`config.mk`:
```
export PLATFORM = sky130hd
export DESIGN_NAME = scr1_acc_tcm_arb
export DESIGN_NICKNAME = d
export VERILOG_FILES = /design/src/rtl/scr1_acc_pkg.sv /design/src/rtl/scr1_acc_arb_rdroute.sv /design/src/rtl/scr1_acc_tcm_arb.sv
export SDC_FILE = /design/constraint.sdc
export NUM_CORES = 1
export LEC_CHECK = 0
export ABC_AREA = 1
export ABC_CLOCK_PERIOD_IN_PS = 2020
export CAP_MARGIN = 20
export CORE_AREA = 5 5 99 101
export CTS_CLUSTER_DIAMETER = 120
export DETAILED_ROUTE_END_ITERATION = 8
export DIE_AREA = 0 0 104 106
export PLACE_DENSITY = 0.79
export SYNTH_ARGS = -nofsm -noshare
export SYNTH_HDL_FRONTEND = slang
export SYNTH_SLANG_ARGS = --single-unit
```
`constraint.sdc`:
```
create_clock -name clk -period 2.02 [get_ports clk]
set_input_delay 0.202 -clock clk [delete_from_list [all_inputs] [get_ports clk]]
set_output_delay 0.202 -clock clk [all_outputs]
set_load 0.03 [all_outputs]
```
`src/rtl/scr1_acc_pkg.sv`:
```
// Shared types and widths for the TCM copy-accelerator arbiter.
// Used by scr1_acc_tcm_arb and scr1_acc_arb_rdroute.
package scr1_acc_pkg;

  localparam int SCR1_ACC_TCM_AW = 14;
  localparam int SCR1_ACC_TCM_DW = 32;

  typedef enum logic [1:0] {
    IDLE,
    CORE,
    ACC
  } type_acc_arb_state_e;

  typedef enum logic [1:0] {
    OWN_NONE,
    OWN_CORE,
    OWN_ACC
  } type_acc_arb_owner_e;

endpackage

```
`src/rtl/scr1_acc_arb_rdroute.sv`:
```
// Read-return routing: remembers who owns the TCM read in flight and steers tcm_rdata
// to that requester one cycle after the read grant.
module scr1_acc_arb_rdroute
  import scr1_acc_pkg::*;
#(
  parameter int DW = SCR1_ACC_TCM_DW
) (
  input  logic          clk,
  input  logic          rst_n,
  input  logic          core_rd_gnt,
  input  logic          acc_rd_gnt,
  input  logic [DW-1:0] tcm_rdata,
  output logic          core_rvalid,
  output logic [DW-1:0] core_rdata,
  output logic          acc_rvalid,
  output logic [DW-1:0] acc_rdata
);

  type_acc_arb_owner_e owner_q, owner_d;
  logic [DW-1:0]       acc_rdata_q, acc_rdata_d;

  always_comb begin
    owner_d = OWN_NONE;
    if (core_rd_gnt) begin
      owner_d = OWN_CORE;
    end else if (acc_rd_gnt) begin
      owner_d = OWN_ACC;
    end
  end

  // The accelerator sees its data in the return cycle; the register keeps it afterwards.
  always_comb begin
    acc_rdata_d = acc_rdata_q;
    if (owner_q == OWN_ACC) begin
      acc_rdata_d = tcm_rdata;
    end
  end

  always_ff @(posedge clk or negedge rst_n) begin
    if (!rst_n) begin
      owner_q     <= OWN_NONE;
      acc_rdata_q <= '0;
    end else begin
      owner_q     <= owner_d;
      acc_rdata_q <= acc_rdata_d;
    end
  end

  assign core_rvalid = (owner_q == OWN_CORE);
  assign core_rdata  = core_rvalid ? tcm_rdata : '0;
  assign acc_rvalid  = (owner_q == OWN_ACC);
  assign acc_rdata   = acc_rvalid ? tcm_rdata : acc_rdata_q;

endmodule

```
`src/rtl/scr1_acc_tcm_arb.sv`:
```
// Single-port data TCM arbiter between the core DMEM path and the copy accelerator.
// Optional SCR1_ACC_ARB_FAIRNESS_EN bounds how long the accelerator may starve the core.
module scr1_acc_tcm_arb
  import scr1_acc_pkg::*;
#(
  parameter int AW         = SCR1_ACC_TCM_AW,
  parameter int DW         = SCR1_ACC_TCM_DW,
  parameter int STARVE_MAX = 4
) (
  input  logic          clk,
  input  logic          rst_n,
  input  logic          core_req,
  input  logic          core_we,
  input  logic [AW-1:0] core_addr,
  input  logic [DW-1:0] core_wdata,
  input  logic [3:0]    core_be,
  output logic          core_gnt,
  output logic          core_rvalid,
  output logic [DW-1:0] core_rdata,
  input  logic          acc_en,
  input  logic          acc_ren,
  input  logic          acc_wen,
  input  logic [AW-1:0] acc_addr,
  input  logic [DW-1:0] acc_wdata,
  input  logic [3:0]    acc_be,
  output logic          acc_gnt,
  output logic          acc_rvalid,
  output logic [DW-1:0] acc_rdata,
  output logic          tcm_cs,
  output logic          tcm_we,
  output logic [AW-1:0] tcm_addr,
  output logic [DW-1:0] tcm_wdata,
  output logic [3:0]    tcm_be,
  input  logic [DW-1:0] tcm_rdata
);

  type_acc_arb_state_e state_q, state_d;
  logic                acc_req;
  logic                acc_is_write;
  logic                core_force;
  logic                core_rd_gnt;
  logic                acc_rd_gnt;

  assign acc_req      = acc_en & (acc_ren | acc_wen);
  // Both enables together is illegal; resolving it as a write never returns stale data.
  assign acc_is_write = acc_wen;

`ifdef SCR1_ACC_ARB_FAIRNESS_EN
  localparam int CNT_W = $clog2(STARVE_MAX + 1);

  logic [CNT_W-1:0] starve_cnt_q, starve_cnt_d;

  assign core_force = core_req & (starve_cnt_q == CNT_W'(STARVE_MAX));

  always_comb begin
    starve_cnt_d = starve_cnt_q;
    if (!core_req || (state_d == CORE)) begin
      starve_cnt_d = '0;
    end else if (state_d == ACC) begin
      starve_cnt_d = starve_cnt_q + CNT_W'(1);
    end
  end

  always_ff @(posedge clk or negedge rst_n) begin
    if (!rst_n) begin
      starve_cnt_q <= '0;
    end else begin
      starve_cnt_q <= starve_cnt_d;
    end
  end
`else
  logic unused_cfg;

  assign core_force = 1'b0;
  assign unused_cfg = |STARVE_MAX;
`endif

  always_ff @(posedge clk or negedge rst_n) begin
    if (!rst_n) begin
      state_q <= IDLE;
    end else begin
      state_q <= state_d;
    end
  end

  // Grant is decided from live requests each cycle; nothing reaches the TCM while in reset.
  always_comb begin
    state_d = IDLE;
    if (!rst_n) begin
      state_d = IDLE;
    end else if (core_force) begin
      state_d = CORE;
    end else if (acc_req) begin
      state_d = ACC;
    end else if (core_req) begin
      state_d = CORE;
    end
  end

  always_comb begin
    core_gnt    = 1'b0;
    acc_gnt     = 1'b0;
    tcm_cs      = 1'b0;
    tcm_we      = 1'b0;
    tcm_addr    = '0;
    tcm_wdata   = '0;
    tcm_be      = '0;
    core_rd_gnt = 1'b0;
    acc_rd_gnt  = 1'b0;
    unique case (state_d)
      CORE: begin
        core_gnt    = 1'b1;
        tcm_cs      = 1'b1;
        tcm_we      = core_we;
        tcm_addr    = core_addr;
        tcm_wdata   = core_wdata;
        tcm_be      = core_be;
        core_rd_gnt = ~core_we;
      end
      ACC: begin
        acc_gnt    = 1'b1;
        tcm_cs     = 1'b1;
        tcm_we     = acc_is_write;
        tcm_addr   = acc_addr;
        tcm_wdata  = acc_wdata;
        tcm_be     = acc_be;
        acc_rd_gnt = ~acc_is_write;
      end
      default: begin
      end
    endcase
  end

  // state_q holds the previous cycle's grant and is kept as a debug observation point.
  logic unused_state;
  assign unused_state = ^state_q;

  scr1_acc_arb_rdroute #(
    .DW (DW)
  ) i_rdroute (
    .clk         (clk),
    .rst_n       (rst_n),
    .core_rd_gnt (core_rd_gnt),
    .acc_rd_gnt  (acc_rd_gnt),
    .tcm_rdata   (tcm_rdata),
    .core_rvalid (core_rvalid),
    .core_rdata  (core_rdata),
    .acc_rvalid  (acc_rvalid),
    .acc_rdata   (acc_rdata)
  );

endmodule

```
======== Word level (Yosys, flattened, before mapping) ========
Cells that the tools add are included.
storage, ports and cells
  register bits ........................... 34
  logic and storage cells ................. 27
  bits of input ports ..................... 139
cells by class
  equality and inequality tests ........... 4
  bitwise gates (word level) .............. 4
  mux-type cells .......................... 16
  reduce and logical (&&, ||, !) cells .... 1
operators by type and width
  cell                                                              number
  32-bit two-way mux                                                2
  32-bit case mux with 2 select lines                               1
  14-bit case mux with 2 select lines                               1
  2-bit two-way mux                                                 4
  4-bit case mux with 2 select lines                                1
  1-bit two-way mux                                                 6
  2-bit by 1-bit == test with 1-bit output (second input constant)  2
  2-bit == test (second input constant)                             2
  1-bit NOT                                                         2
  1-bit case mux with 2 select lines                                1
  2-bit OR reduction                                                1
  1-bit AND                                                         1
  1-bit bitwise OR                                                  1

======== Logic depth before layout (Yosys ltp) ========
  word-level depth ........................ 8
  gate-level depth with buffers ........... 8
  depth with buffers taken out ............ 7

======== Hierarchy ========
A second synthesis with hierarchy kept.
unflattened totals
  cell total of the unflattened synthesis .. 405
  area total of the unflattened synthesis .. 2597.5 µm²
by module, submodules not included
  module                cells each  times used  area an instance (µm²)
  scr1_acc_arb_rdroute  215         1           1617.8
  scr1_acc_tcm_arb      190         1           979.7

======== Worst setup path before layout ========
Ideal clock, no wire load.
  kind .................................... input port to output port
  start ................................... input port acc_wen
  end ..................................... output port tcm_addr[0]
  path buffers ............................ 2
  stages .................................. 7
  slack ................................... 0.163 ns
  arrival ................................. 1.655 ns
  cells stage by stage .................... o21ai_0 > nor2_1 > ha_1 > buf_2 > buf_2 > nand2_1 > a21oi_1
on the way
  longest elaborated chain between the ends .. 6
  elaborated cells on any way between the ends .. 7
  classes of those cells .................. eq/ne: 2; mux: 3; bitwise: 2
RTL lines
  what                                                                              RTL line                 text
  start: declaration                                                                scr1_acc_tcm_arb.sv:22   input logic acc_wen,
  1-bit bitwise OR (*)                                                              scr1_acc_tcm_arb.sv:44   assign acc_req = acc_en & (acc_ren | acc_wen);
  1-bit AND (*)                                                                     scr1_acc_tcm_arb.sv:44
  2-bit two-way mux (*)                                                             scr1_acc_tcm_arb.sv:93   end else if (acc_req) begin
  2-bit two-way mux (*)                                                             scr1_acc_tcm_arb.sv:89   if (!rst_n) begin
  2-bit == test / 2-bit by 1-bit == test with 1-bit output (equally long branches)  scr1_acc_tcm_arb.sv:110  unique case (state_d)
  14-bit case mux with 2 select lines (*)                                           scr1_acc_tcm_arb.sv:110
  end: declaration                                                                  scr1_acc_tcm_arb.sv:31   output logic [AW-1:0] tcm_addr,
Mark *: on every way between the ends. The rest lies on a longest branch, timed or not.

======== Final worst setup path ========
  start ................................... input port core_req
  end ..................................... output port tcm_wdata[2]
on the way
  longest elaborated chain between the ends .. 5
  elaborated cells on any way between the ends .. 6
  classes of those cells .................. eq/ne: 2; mux: 4
RTL lines
  what                                                                              RTL line                 text
  start: declaration                                                                scr1_acc_tcm_arb.sv:12   input logic core_req,
  1-bit two-way mux (*)                                                             scr1_acc_tcm_arb.sv:95   end else if (core_req) begin
  2-bit two-way mux (*)                                                             scr1_acc_tcm_arb.sv:93
  2-bit two-way mux (*)                                                             scr1_acc_tcm_arb.sv:89
  2-bit == test / 2-bit by 1-bit == test with 1-bit output (equally long branches)  scr1_acc_tcm_arb.sv:110
  32-bit case mux with 2 select lines (*)                                           scr1_acc_tcm_arb.sv:110
  end: declaration                                                                  scr1_acc_tcm_arb.sv:32   output logic [DW-1:0] tcm_wdata,
Marks and branches as above.

==> out/metrics.cfg <==
[floorplan]
die_w_microns=104
rows=35
num_io_pins=259
core_area_sq_um=8930
design.die.area_sq_um=11000
initial_core_util_pct=26.8
dieHeight_microns=106

[synthesis]
synth-adder-area-share_pct=1.57
synthMuxAreaShare_pct=0
synth_area_leader_cell=sky130_fd_sc_hd__dfrtp_1
mappedNetlistNets=542
synth_compound_gate_area_share_pct=10.9
synth_area_per_cell_sq_um=5.98
synth_top_family_by_area=simple AND/OR/NAND/NOR gates
postSynthCellCount=400
synthTopCellsByArea=sky130_fd_sc_hd__dfrtp_1 36%, sky130_fd_sc_hd__nand2_1 32%, sky130_fd_sc_hd__a21oi_1 11%, sky130_fd_sc_hd__inv_1 6.0%, sky130_fd_sc_hd__nor2_1 6.0%
yosys.cell_types.count=13
synth.cell_area_sq_um=2390
post_synth_xor_area_fraction_pct=0
post_synth_and_or_nand_nor_area_fraction_pct=38.7
yosysWarnings=0
synth-seq-area-share_pct=35.5
synth_largest_type_area_fraction_pct=35.5
synth-seq-cells=34

[global_route]
grt_start_max_net_pins=40
antenna_found_initial=0
grt_pass1_wl_mm=16.1
global_route.overflow_total=0
global_route.usage.total_pct=17.4
grt_pass1_vias=3410

[clock_tree]
ctsHoldBuffers=0
clk_transition_reported_paths_ps=70
cts_buffer_depth=2
clk_latency_ps=270
cts_tree=yes
cts.root.buffer_cell=sky130_fd_sc_hd__clkbuf_8
cts_htree_levels=2
clkSinkCount=34
cts_made_buffers=5

[pwr]
seq_power_share_pct=30.3
net_sw_share_pct=39.0
powerDensity_nw_per_um2=540
combPwrFrac_pct=54.4
power.static_leakage_nw=3.00
totalPowerFinal_w=0.00290
clockPowerShare_pct=15.3
worst_ir_drop_vdd_mv=0.243
power.net_switching_w=0.00113
p_int_w=0.00177

[cells_and_area]
layout_commonest_cell=sky130_fd_sc_hd__nand2_1
multi_input_area_sq_um=1330
num_antenna_cells=0
fin_cells=770
fillCellCount=769
regArea_sq_um=851
fin_nets=801
area.growth.synth_to_final_pct=125
drive_gt1_share_pct=21.7
layout_common_cells=200 x sky130_fd_sc_hd__nand2_1, 136 x sky130_fd_sc_hd__clkdlybuf4s50_1, 85 x sky130_fd_sc_hd__buf_4, 37 x sky130_fd_sc_hd__inv_1

[setup_path]
timing.critical_path.to_type=output port
worstPathRequired_ps=1820
worst_setup_path_start_kind=input pin
worst-endpoint-arrival_ps=1760
crit_type=in -> out
worstPathMaxFanout=12

[drt]
route.detailed.vias_per_inst=4.45
total_routed_wirelength_mm=10.8
drtPass1Iterations=4
remaining_drc_errors=0
number_of_drc_markers_in_iteration_0=101
detailroute.via_count=3429
drt.antenna.violating_nets=0
wl_per_cell_microns=14.0

[place]
place_inst=755
global_placement_routability_congestion=0.855
pre_cts_ws_ps=-173
place.detailed.hpwl_mm=8.64
io_buffer_count=258

[timing]
report.final.hold_viol_count=0
timing_worst_slew_pin_value_ps=416
post-route-period-util_pct=96.9
skew_ps=6.74
slew_viol_final=0
slew_headroom_pct=72.3
finalSetupViolations=0
max_freq_ghz=0.511
post-route-min-period_ps=1960
worst_slack_ps=62.2
fin_worst_hold_slack_ps=40.6

[min_path]
worstHoldPathType=in -> async

[status]
status=finished, final reports clean

[flow_run]
max_cap_violations=0

==> power by group through the flow <==
stage | Combinational, W | Clock, W | Sequential [W]
floorplan | 0.000757 | 0 | 0.000884
global route | 0.00169 | 0.000505 | 0.000895
detailed placement | 0.00154 | 0 | 0.000893
CTS | 0.00158 | 0.000469 | 0.000881
global placement | 0.00152 | 0 | 0.000889
finish | 0.00158 | 0.000443 | 0.000880
==> timing repair <==
item / 4_1_cts / 5_1_grt
setup buffers: 3 / 2
gates resized for setup: 23 / 48
pin swaps: 5 / 8
cloned: 2 / 1
endpoints found under the setup margin: 84 / 69
==> area by class of cell <==
cell class | count | area share [%]
clock buffer | 5 | 1.28
sequential | 34 | 15.8
timing repair buffer | 279 | 52.5
multi-input combinational | 298 | 24.7
clock inverter | 2 | 0.186
inverter | 41 | 2.91
tap | 111 | 2.58
==> cell usage after synthesis <==
cell type / count
sky130_fd_sc_hd__a21oi_1: 51
sky130_fd_sc_hd__inv_2: 3
sky130_fd_sc_hd__buf_4: 6
sky130_fd_sc_hd__clkbuf_1: 4
sky130_fd_sc_hd__nor2_1: 38
sky130_fd_sc_hd__dfrtp_1: 34
sky130_fd_sc_hd__buf_2: 14
sky130_fd_sc_hd__nor2_4: 2
sky130_fd_sc_hd__inv_1: 38
sky130_fd_sc_hd__o21ai_0: 1
sky130_fd_sc_hd__buf_6: 3
sky130_fd_sc_hd__ha_1: 3
sky130_fd_sc_hd__nand2_1: 203
==> final timing paths <==
path / endpoint / slack, ps / start / cells after the start
min: i_rdroute.acc_rdata_q[16]$_DFF_PN0_ / 40 / rst_n / 2
max reg2reg: i_rdroute.acc_rdata_q[8]$_DFF_PN0_ / 770 / i_rdroute.owner_q[1]$_DFF_PN0_ / 5
max: tcm_wdata[2] / 60 / core_req / 9
max in group asynchronous: i_rdroute.acc_rdata_q[17]$_DFF_PN0_ / 1680 / rst_n / 2
min in group clk: i_rdroute.acc_rdata_q[17]$_DFF_PN0_ / 470 / i_rdroute.acc_rdata_q[17]$_DFF_PN0_ / 2
min reg2reg: i_rdroute.acc_rdata_q[17]$_DFF_PN0_ / 470 / i_rdroute.acc_rdata_q[17]$_DFF_PN0_ / 2
==> sequential cells by signal, summed over array words and instances (netlist names) <==
| name | count |
|---|---|
| i_rdroute.acc_rdata_q | 32 |
| i_rdroute.owner_q | 2 |
==> stage by stage <==
step / instance area [sq um] / utilization, % / setup TNS (ps)
global route: 5380 / 60.2 / -41.8
global placement: 4980 / 55.7 / -1490
floorplan: 2390 / - / 0
CTS: 5200 / 58.2 / 0
finish: 5380 / 60.2 / 0
detailed placement: 4980 / 55.7 / -5290
==> critical path: stages <==
cell and delay, ps:
sky130_fd_sc_hd__clkdlybuf4s50_1 470, sky130_fd_sc_hd__nand2_2 70, sky130_fd_sc_hd__nor2_4 150, sky130_fd_sc_hd__ha_4 190, sky130_fd_sc_hd__buf_4 130, sky130_fd_sc_hd__buf_6 140, sky130_fd_sc_hd__nand2_1 70, sky130_fd_sc_hd__a21oi_2 180
sky130_fd_sc_hd__buf_12 150
==> cell families (layout without fill, tap and decap cells) <==
group,after synthesis,in the layout
and+or+nand+nor,243,243
buffers and inverters,68,327
AOI/OAI and AO/OA,52,52
DFF,34,34
adders and majority gates,3,3
==> metal layers <==
layer  track usage (%)  up-vias  share of wire, %
li1                  -     1715                 -
met1              18.6     1544                37
met2              33.0      158                54
met3              5.28       12               8.0
met4              4.35        0               1.5
met5                 0        -                 0
Note: power is estimated with default switching activity, not from simulation.
